<file path="config.mk">
export PLATFORM = sky130hd
export DESIGN_NAME = bidir_serial_tx
export DESIGN_NICKNAME = d
export VERILOG_FILES = /design/src/rtl/bidir_serial_tx.sv
export SDC_FILE = /design/constraint.sdc
export NUM_CORES = 1
export LEC_CHECK = 0
export CORE_MARGIN = 4
export CORE_UTILIZATION = 35
export CTS_CLUSTER_DIAMETER = 50
export DETAILED_ROUTE_END_ITERATION = 10
export GPL_ROUTABILITY_DRIVEN = 0
export GPL_TIMING_DRIVEN = 0
export PLACE_DENSITY = 0.57
export SYNTH_ARGS = -nofsm -noshare
export SYNTH_HDL_FRONTEND = slang
export SYNTH_SLANG_ARGS = --single-unit
export TNS_END_PERCENT = 10
</file>
<file path="constraint.sdc">
create_clock -name clk -period 1.69 [get_ports clk]
set_clock_uncertainty 0.15 [all_clocks]
set_input_delay 0.169 -clock clk [delete_from_list [all_inputs] [get_ports clk]]
set_output_delay 0.169 -clock clk [all_outputs]
set_load 0.01 [all_outputs]
</file>
<file path="src/rtl/bidir_serial_tx.sv">
// Serialises a parallel word onto D/shift for the bidirectional shift register.
// Handshake accept in IDLE, WIDTH payload cycles in SHIFT, GAP_CYCLES idle cycles in GAP.
module bidir_serial_tx #(
    parameter int unsigned WIDTH      = 4,
    parameter int unsigned GAP_CYCLES = 1,
    parameter int unsigned CNT_W      = $clog2(WIDTH + GAP_CYCLES + 1)
) (
    input  logic             clk,
    input  logic             rst_n,
    input  logic             in_valid,
    output logic             in_ready,
    input  logic [WIDTH-1:0] in_data,
    input  logic             in_dir,
    output logic             D,
    output logic             shift,
    output logic             bit_valid,
    output logic             busy,
    output logic             done
);

    localparam int unsigned BIT_LAST = WIDTH - 1;
    localparam int unsigned GAP_LAST = (GAP_CYCLES > 0) ? GAP_CYCLES - 1 : 0;

    typedef enum logic [1:0] {
        S_IDLE  = 2'd0,
        S_SHIFT = 2'd1,
        S_GAP   = 2'd2
    } state_t;

    state_t             r_state, w_nxt_state;
    logic [CNT_W-1:0]   r_cnt, w_nxt_cnt;
    logic [WIDTH-1:0]   r_shadow, w_nxt_shadow;
    logic               r_shift, w_nxt_shift;
    logic               r_d, w_nxt_d;
    logic               r_bit_valid, w_nxt_bit_valid;
    logic               r_busy, w_nxt_busy;
    logic               r_done, w_nxt_done;
    logic               r_in_ready, w_nxt_in_ready;

    // State and all outputs are registered together.
    always_ff @(posedge clk or negedge rst_n) begin
        if (!rst_n) begin
            r_state     <= S_IDLE;
            r_cnt       <= '0;
            r_shadow    <= '0;
            r_shift     <= 1'b0;
            r_d         <= 1'b0;
            r_bit_valid <= 1'b0;
            r_busy      <= 1'b0;
            r_done      <= 1'b0;
            r_in_ready  <= 1'b0;
        end else begin
            r_state     <= w_nxt_state;
            r_cnt       <= w_nxt_cnt;
            r_shadow    <= w_nxt_shadow;
            r_shift     <= w_nxt_shift;
            r_d         <= w_nxt_d;
            r_bit_valid <= w_nxt_bit_valid;
            r_busy      <= w_nxt_busy;
            r_done      <= w_nxt_done;
            r_in_ready  <= w_nxt_in_ready;
        end
    end

    // The shadow is shifted toward the emitting end, so the next bit is always
    // at a fixed position (WIDTH-2 for MSB-first, 1 for LSB-first).
    always_comb begin
        w_nxt_state     = r_state;
        w_nxt_cnt       = r_cnt;
        w_nxt_shadow    = r_shadow;
        w_nxt_shift     = r_shift;
        w_nxt_d         = 1'b0;
        w_nxt_bit_valid = 1'b0;
        w_nxt_busy      = 1'b0;
        w_nxt_done      = 1'b0;
        w_nxt_in_ready  = 1'b0;

        case (r_state)
            S_IDLE: begin
                if (in_valid && r_in_ready) begin
                    w_nxt_state     = S_SHIFT;
                    w_nxt_shadow    = in_data;
                    w_nxt_shift     = in_dir;
                    w_nxt_cnt       = '0;
                    w_nxt_d         = in_dir ? in_data[WIDTH-1] : in_data[0];
                    w_nxt_bit_valid = 1'b1;
                    w_nxt_busy      = 1'b1;
                end else begin
                    w_nxt_in_ready  = 1'b1;
                end
            end
            S_SHIFT: begin
                if (r_cnt == CNT_W'(BIT_LAST)) begin
                    w_nxt_done = 1'b1;
                    w_nxt_cnt  = '0;
                    if (GAP_CYCLES > 0) begin
                        w_nxt_state = S_GAP;
                        w_nxt_busy  = 1'b1;
                    end else begin
                        w_nxt_state    = S_IDLE;
                        w_nxt_in_ready = 1'b1;
                    end
                end else begin
                    w_nxt_cnt       = r_cnt + CNT_W'(1);
                    w_nxt_shadow    = r_shift ? (r_shadow << 1) : (r_shadow >> 1);
                    w_nxt_d         = r_shift ? r_shadow[WIDTH-2] : r_shadow[1];
                    w_nxt_bit_valid = 1'b1;
                    w_nxt_busy      = 1'b1;
                end
            end
            S_GAP: begin
                if (r_cnt == CNT_W'(GAP_LAST)) begin
                    w_nxt_state    = S_IDLE;
                    w_nxt_cnt      = '0;
                    w_nxt_in_ready = 1'b1;
                end else begin
                    w_nxt_cnt  = r_cnt + CNT_W'(1);
                    w_nxt_busy = 1'b1;
                end
            end
            default: begin
                w_nxt_state = S_IDLE;
                w_nxt_cnt   = '0;
            end
        endcase
    end

    assign in_ready  = r_in_ready;
    assign D         = r_d;
    assign shift     = r_shift;
    assign bit_valid = r_bit_valid;
    assign busy      = r_busy;
    assign done      = r_done;

endmodule

</file>
=== Word level (Yosys, flattened, before mapping) ===
Index checks and enable logic that the tools add are counted.

* Word-level logic and storage cells: 51
* Bits of input ports: 8
* Output and inout port bits: 6
* Register bits after elaboration: 15

* Reduce and logical (&&, ||, !) cells: 7
* Eq/ne operators: 7
* Mux-type cells: 27
* Add/subtract/negate cells: 1

{| class="wikitable"
|+ Operators by type and width
! kind !! count
|-
| 4-bit 2-to-1 mux || 3
|-
| 1-bit 2-to-1 mux || 11
|-
| 3-bit 2-to-1 mux || 3
|-
| 3-bit one-hot mux with 3 select lines || 1
|-
| 2-bit inequality test (second input constant) || 4
|-
| 4-bit one-hot mux with 2 select lines || 1
|-
| 2-bit 2-to-1 mux || 3
|-
| 1-bit one-hot mux with 2 select lines || 3
|-
| 2-bit one-hot mux with 3 select lines || 1
|-
| 3-bit AND reduction || 2
|-
| 3-bit by 1-bit adder with 3-bit output (second input constant) || 1
|-
| 3-bit by 2-bit equality test with 1-bit output (second input constant) || 1
|-
| 3-bit zero test || 1
|-
| 1-bit one-hot mux with 3 select lines || 1
|-
| 2-bit by 1-bit equality test with 1-bit output (second input constant) || 1
|-
| 2-bit equality test (second input constant) || 1
|-
| 2-bit zero test || 1
|-
| 2-bit AND reduction || 1
|-
| 2-bit nonzero test || 1
|-
| 1-bit logical AND || 1
|}

=== Logic depth before layout (Yosys ltp) ===
Gate-level depths: netlist of run 1.

* Depth in word-level cells: 3
* Mapped depth: 6
* Mapped depth without buffers: 5

=== Worst setup path before layout of run 1 ===
No wires, ideal clock.

* Kind: register to register
* Start point: reg r_cnt[0]
* End point: reg r_shadow[0]
* Arrival time: 1.486 ns
* Setup time: 0.125 ns
* Buffers on the path: 0
* Clock period less this slack: 1.761 ns
* Slack: -0.071 ns
* Stages on the path, launching flop included: 6
* Data required time: 1.415 ns
* Cell sequence: dfrtp_1 > ha_1 > ha_1 > and2_4 > nor3_4 > mux2_2

* Longest elaborated chain between the ends: 3

{| class="wikitable"
|+ Ends and longest elaborated chain
! item !! RTL line !! source
|-
| start, declared || 31 || <nowiki>logic [CNT_W-1:0] r_cnt, w_nxt_cnt;</nowiki>
|-
| start signal, assigned || 54 || <nowiki>r_cnt <= w_nxt_cnt;</nowiki>
|-
| 3-bit by 2-bit equality test with 1-bit output || 93 || <nowiki>if (r_cnt == CNT_W'(BIT_LAST)) begin</nowiki>
|-
| 2-bit inequality test (no source line) || n/a ||
|-
| 3-bit AND reduction (no source line) || n/a ||
|-
| end signal, assigned || 55 || <nowiki>r_shadow <= w_nxt_shadow;</nowiki>
|-
| end, declared || 32 || <nowiki>logic [WIDTH-1:0] r_shadow, w_nxt_shadow;</nowiki>
|}

Every way passes these cells.
A chain may end at the register's enable or synchronous reset.

=== Worst setup path in the final report of run 1 ===
* Start point: reg r_state[1]
* End point: reg r_state[1]

* Longest elaborated chain between the ends: 3
* Elaborated cells on any way between the ends: 8
* Those cells by class: eq/ne (5); mux (1); reduce/logical (2)

{| class="wikitable"
|+ Ends and longest elaborated chain
! item !! RTL line !! source
|-
| start, declared || 30 || <nowiki>state_t r_state, w_nxt_state;</nowiki>
|-
| start signal, assigned || 53 || <nowiki>r_state <= w_nxt_state;</nowiki>
|-
| 2-bit equality test (tied with other cells) || 78 || <nowiki>case (r_state)</nowiki>
|-
| 2-bit inequality test (no source line) || n/a ||
|-
| 3-bit AND reduction (no source line) || n/a ||
|}

Several ways; a longest one is shown, not always the timed one.

==> impl_metrics.tcl, run 1 <==
set metrics [dict create \
    layout.cells.non_filler 130 \
    path_cells "inv_2 -> ha_4 -> a21boi_4 -> buf_12 -> a211oi_4 -> mux2_4" \
    critical_path_class "reg2reg" \
    synth_seq_cells 15 \
    violations "setup timing" \
    synth_edf_count 0 \
    clk_latency_ns 0.28 \
    relSlewSlack_pct 55.5 \
    seq_area_frac_synth_pct 44.4 \
    routed_wl_mm 1.64 \
    async_reset_ff_share_pct 100 \
    critPathBufInv 2 \
    postCtsHoldBufs 0 \
    status "finished with violations" \
    cts_num_sinks 15 \
    fin_util_pct 53.7 \
    setup_violations 6 \
    dp.cells 118 \
    critPathTopFamily "flip-flops" \
    power_leakage_uw 0.000550 \
    worst_slack_ns -0.0895 \
    crit_path_top_delay_cell "dfrtp_1" \
    clock.fmax_ghz 0.562 \
    dieArea_um2 3270 \
    maxCapViolCount 0 \
    drc 0 \
    viasPerCell 4.75 \
    crit_path_start_kind "flop" \
    syn_inst 77 \
    post-place-ws_ns -0.103 \
    fp-row-count 17 \
    fp.dieW_um 57.2 \
    grt_pass1_wl_mm 2.83 \
    layout-drive-gt1-share_pct 32.4 \
    cp_slowest_stage_delay_ns 0.42 \
    final.setup.tns_ns -0.439 \
    io_buffers 13 \
    antenna_found_initial 0 \
    die_h_um 57.2 \
    clk_path_buf_depth 2 \
    cts-root-buf "clkbuf_4" \
    tightestPinTransition_ns 0.666 \
    ys.flop_type "dfrtp_1" \
    hold_viol 0 \
    design_area_um2 1210 \
    cp.required_ns 1.71 \
    cts_htree_levels 1 \
    cts_tree "built" \
    initial_core_util_pct 37.5 \
    drv_slew 0 \
    core_um2 2250 \
    drt_iter0_drc 16 \
    critPathCaptureType "flop" \
    synthTopCellsByArea "dfrtp_1 44%, ha_1 12%, mux2_2 9.3%" \
    syn_area_um2 846 \
    wl_per_cell_um 12.6 \
    cts_buffers 3 \
    cts.clk_slew.worst_paths_ns 0.09 \
    ios 14 \
    p_per_area_nw_per_um2 1710 \
    overflow 0 \
    yosys.cell_types.count 24 \
    yosysWarnings 0 \
    rsz0062_at_grt "true" \
    routed-via-count 617 \
    syn_nets 93 \
    place_area_um2 1030 \
    final_antenna_net_count 0 \
    dp_hpwl_mm 1.16 \
    drtPass1Iterations 4 \
    yosysTopAreaCell "dfrtp_1" \
    arrival_ns 1.80 \
    reg2reg_depth 6 \
    synth.avg_cell_area_um2 11.0 \
    path_max_fanout 4 \
    period_needed_ns 1.78 \
    ys_top_cells_by_count "15 x dfrtp_1, 11 x inv_1, 8 x ha_1" \
    diodes 0 \
    grt_usage_pct 11.5 \
    min-delay-path-class "in2async" \
    grt_max_degree 16 \
    irDropWorstVdd_mv 0.764 \
    fin_crit_sh_pct 105 \
    first_global_vias 616 \
    area_delta_synth_final_pct 43.2 \
    yosys.cell_count.top_type "dfrtp_1" \
    crit_cells 6 \
    fin_nets 119 \
    synth_top_area_share_pct 44.4 \
]
==> repair_timing <==
| item | in CTS | in global routing |
|---|---|---|
| endpoints found under the setup margin | 6 | 8 |
| setup buffers | 2 | 6 |
| resized for setup | 3 | 9 |
| pin swaps | 2 | 3 |
| gates cloned | 0 | 0 |
==> report_power, final <==
group | total, uW | switching (uW) | internal (uW)
registers | 621 | 121 | 500
logic | 1240 | 502 | 737
clock network | 206 | 114 | 91.6
total | 2070 | 737 | 1330
==> layout by cell type (no fill, tap or decap) <==
| cell | netlist | layout |
|---|---|---|
| nor2_1 | 3 | 3 |
| buf_12 | 0 | 2 |
| a21oi_1 | 6 | 6 |
| clkdlybuf4s50_1 | 0 | 13 |
| inv_1 | 11 | 10 |
| buf_4 | 0 | 5 |
| nor2b_4 | 0 | 1 |
| ha_4 | 0 | 3 |
| nor3_4 | 1 | 1 |
| nand2b_4 | 0 | 1 |
| and2_4 | 1 | 1 |
| mux2i_1 | 3 | 3 |
| a21boi_4 | 1 | 1 |
| o31ai_1 | 2 | 1 |
| a31o_2 | 1 | 1 |
| buf_6 | 0 | 1 |
| mux2_4 | 0 | 5 |
| a32oi_1 | 1 | 1 |
| o21ai_0 | 1 | 1 |
| dfrtp_1 | 15 | 14 |
| inv_2 | 0 | 1 |
| clkbuf_1 | 0 | 1 |
| buf_2 | 1 | 1 |
| ha_1 | 8 | 5 |
| nand3_1 | 2 | 2 |
| or2_2 | 1 | 1 |
| clkbuf_4 | 0 | 3 |
| o41ai_1 | 1 | 1 |
| o2bb2ai_1 | 1 | 1 |
| dfrtp_2 | 0 | 1 |
| o22ai_1 | 1 | 1 |
| nor2b_1 | 2 | 1 |
| mux2_2 | 7 | 2 |
| nand2_1 | 4 | 4 |
| a211oi_4 | 0 | 1 |
| o31ai_2 | 0 | 1 |
| nand2b_1 | 2 | 1 |
==> worst reg2reg max path, delay by kind of cell, from the launching register on <==
family / cells / cell delay, ns
compound gates: 2 / 0.40
fa+ha+maj: 1 / 0.16
buf+inv: 2 / 0.22
mux: 1 / 0.32
flops: 1 / 0.42
==> per-stage QoR <==
stage               power [uW]  hold slack, ns
CTS                       1850           0.169
detailed placement        1530           0.346
global placement          1520           0.345
global route              2220           0.215
floorplan                 1260          -0.277
finish                    2070           0.138
==> worst paths after layout <==
path	endpoint	startpoint	slack, ns
worst min register to register	r_shadow[3]	r_shadow[3]	0.38
worst max-delay path	r_state[1]	r_state[1]	-0.09
max in group asynchronous	shift	rst_n	0.79
min in group clk	r_shadow[3]	r_shadow[3]	0.38
worst min-delay path	r_cnt[2]	rst_n	0.14
worst max register to register	r_state[1]	r_state[1]	-0.09
==> state kept, by name (all words and copies together), names as in the netlist <==
name and count:
r_state 2, bit_valid 1, done 1, busy 1, shift 1, r_cnt 3
r_shadow 4, D 1, in_ready 1
==> metal layers <==
| layer | track usage [%] | up-vias | share of wire (%) |
|---|---|---|---|
| met5 | 0 | - | 0 |
| met2 | 15.8 | 11 | 46 |
| met1 | 15.3 | 292 | 48 |
| met3 | 3.85 | 2 | 4.9 |
| li1 | - | 312 | - |
| met4 | 6.95 | 0 | 1.2 |
==> area by class of cell <==
type | instances | area, um^2
Sequential cell | 15 | 377
Timing Repair Buffer | 21 | 219
Fill cell | 206 | 1040
Tap cell | 28 | 35.0
Buffer | 1 | 5.00
Inverter | 11 | 41.3
Clock buffer | 4 | 26.3
Multi-Input combinational cell | 50 | 508
==> cell families (layout without fill, tap and decap cells) <==
| kind of cell | Yosys count | count (layout) | share of synthesized area, % |
|---|---|---|---|
| muxes | 10 | 10 | 12.9 |
| adders and majority gates | 8 | 8 | 11.8 |
| buffers and inverters | 12 | 37 | 5.47 |
| and+or+nand+nor | 16 | 16 | 10.9 |
| AOI/OAI and AO/OA | 16 | 16 | 14.5 |
| DFF | 15 | 15 | 44.4 |
Note: power is estimated with default switching activity, not from simulation.
==> inputs of run 2 (changes only) <==
--- a/config.mk
+++ b/config.mk
@@ -12,6 +12,7 @@
 export GPL_ROUTABILITY_DRIVEN = 0
 export GPL_TIMING_DRIVEN = 0
 export PLACE_DENSITY = 0.57
+export SLEW_MARGIN = 30
 export SYNTH_ARGS = -nofsm -noshare
 export SYNTH_HDL_FRONTEND = slang
 export SYNTH_SLANG_ARGS = --single-unit
==> results of run 2 <==
The final DEF is identical to that of run 1; final timing and power are the same.
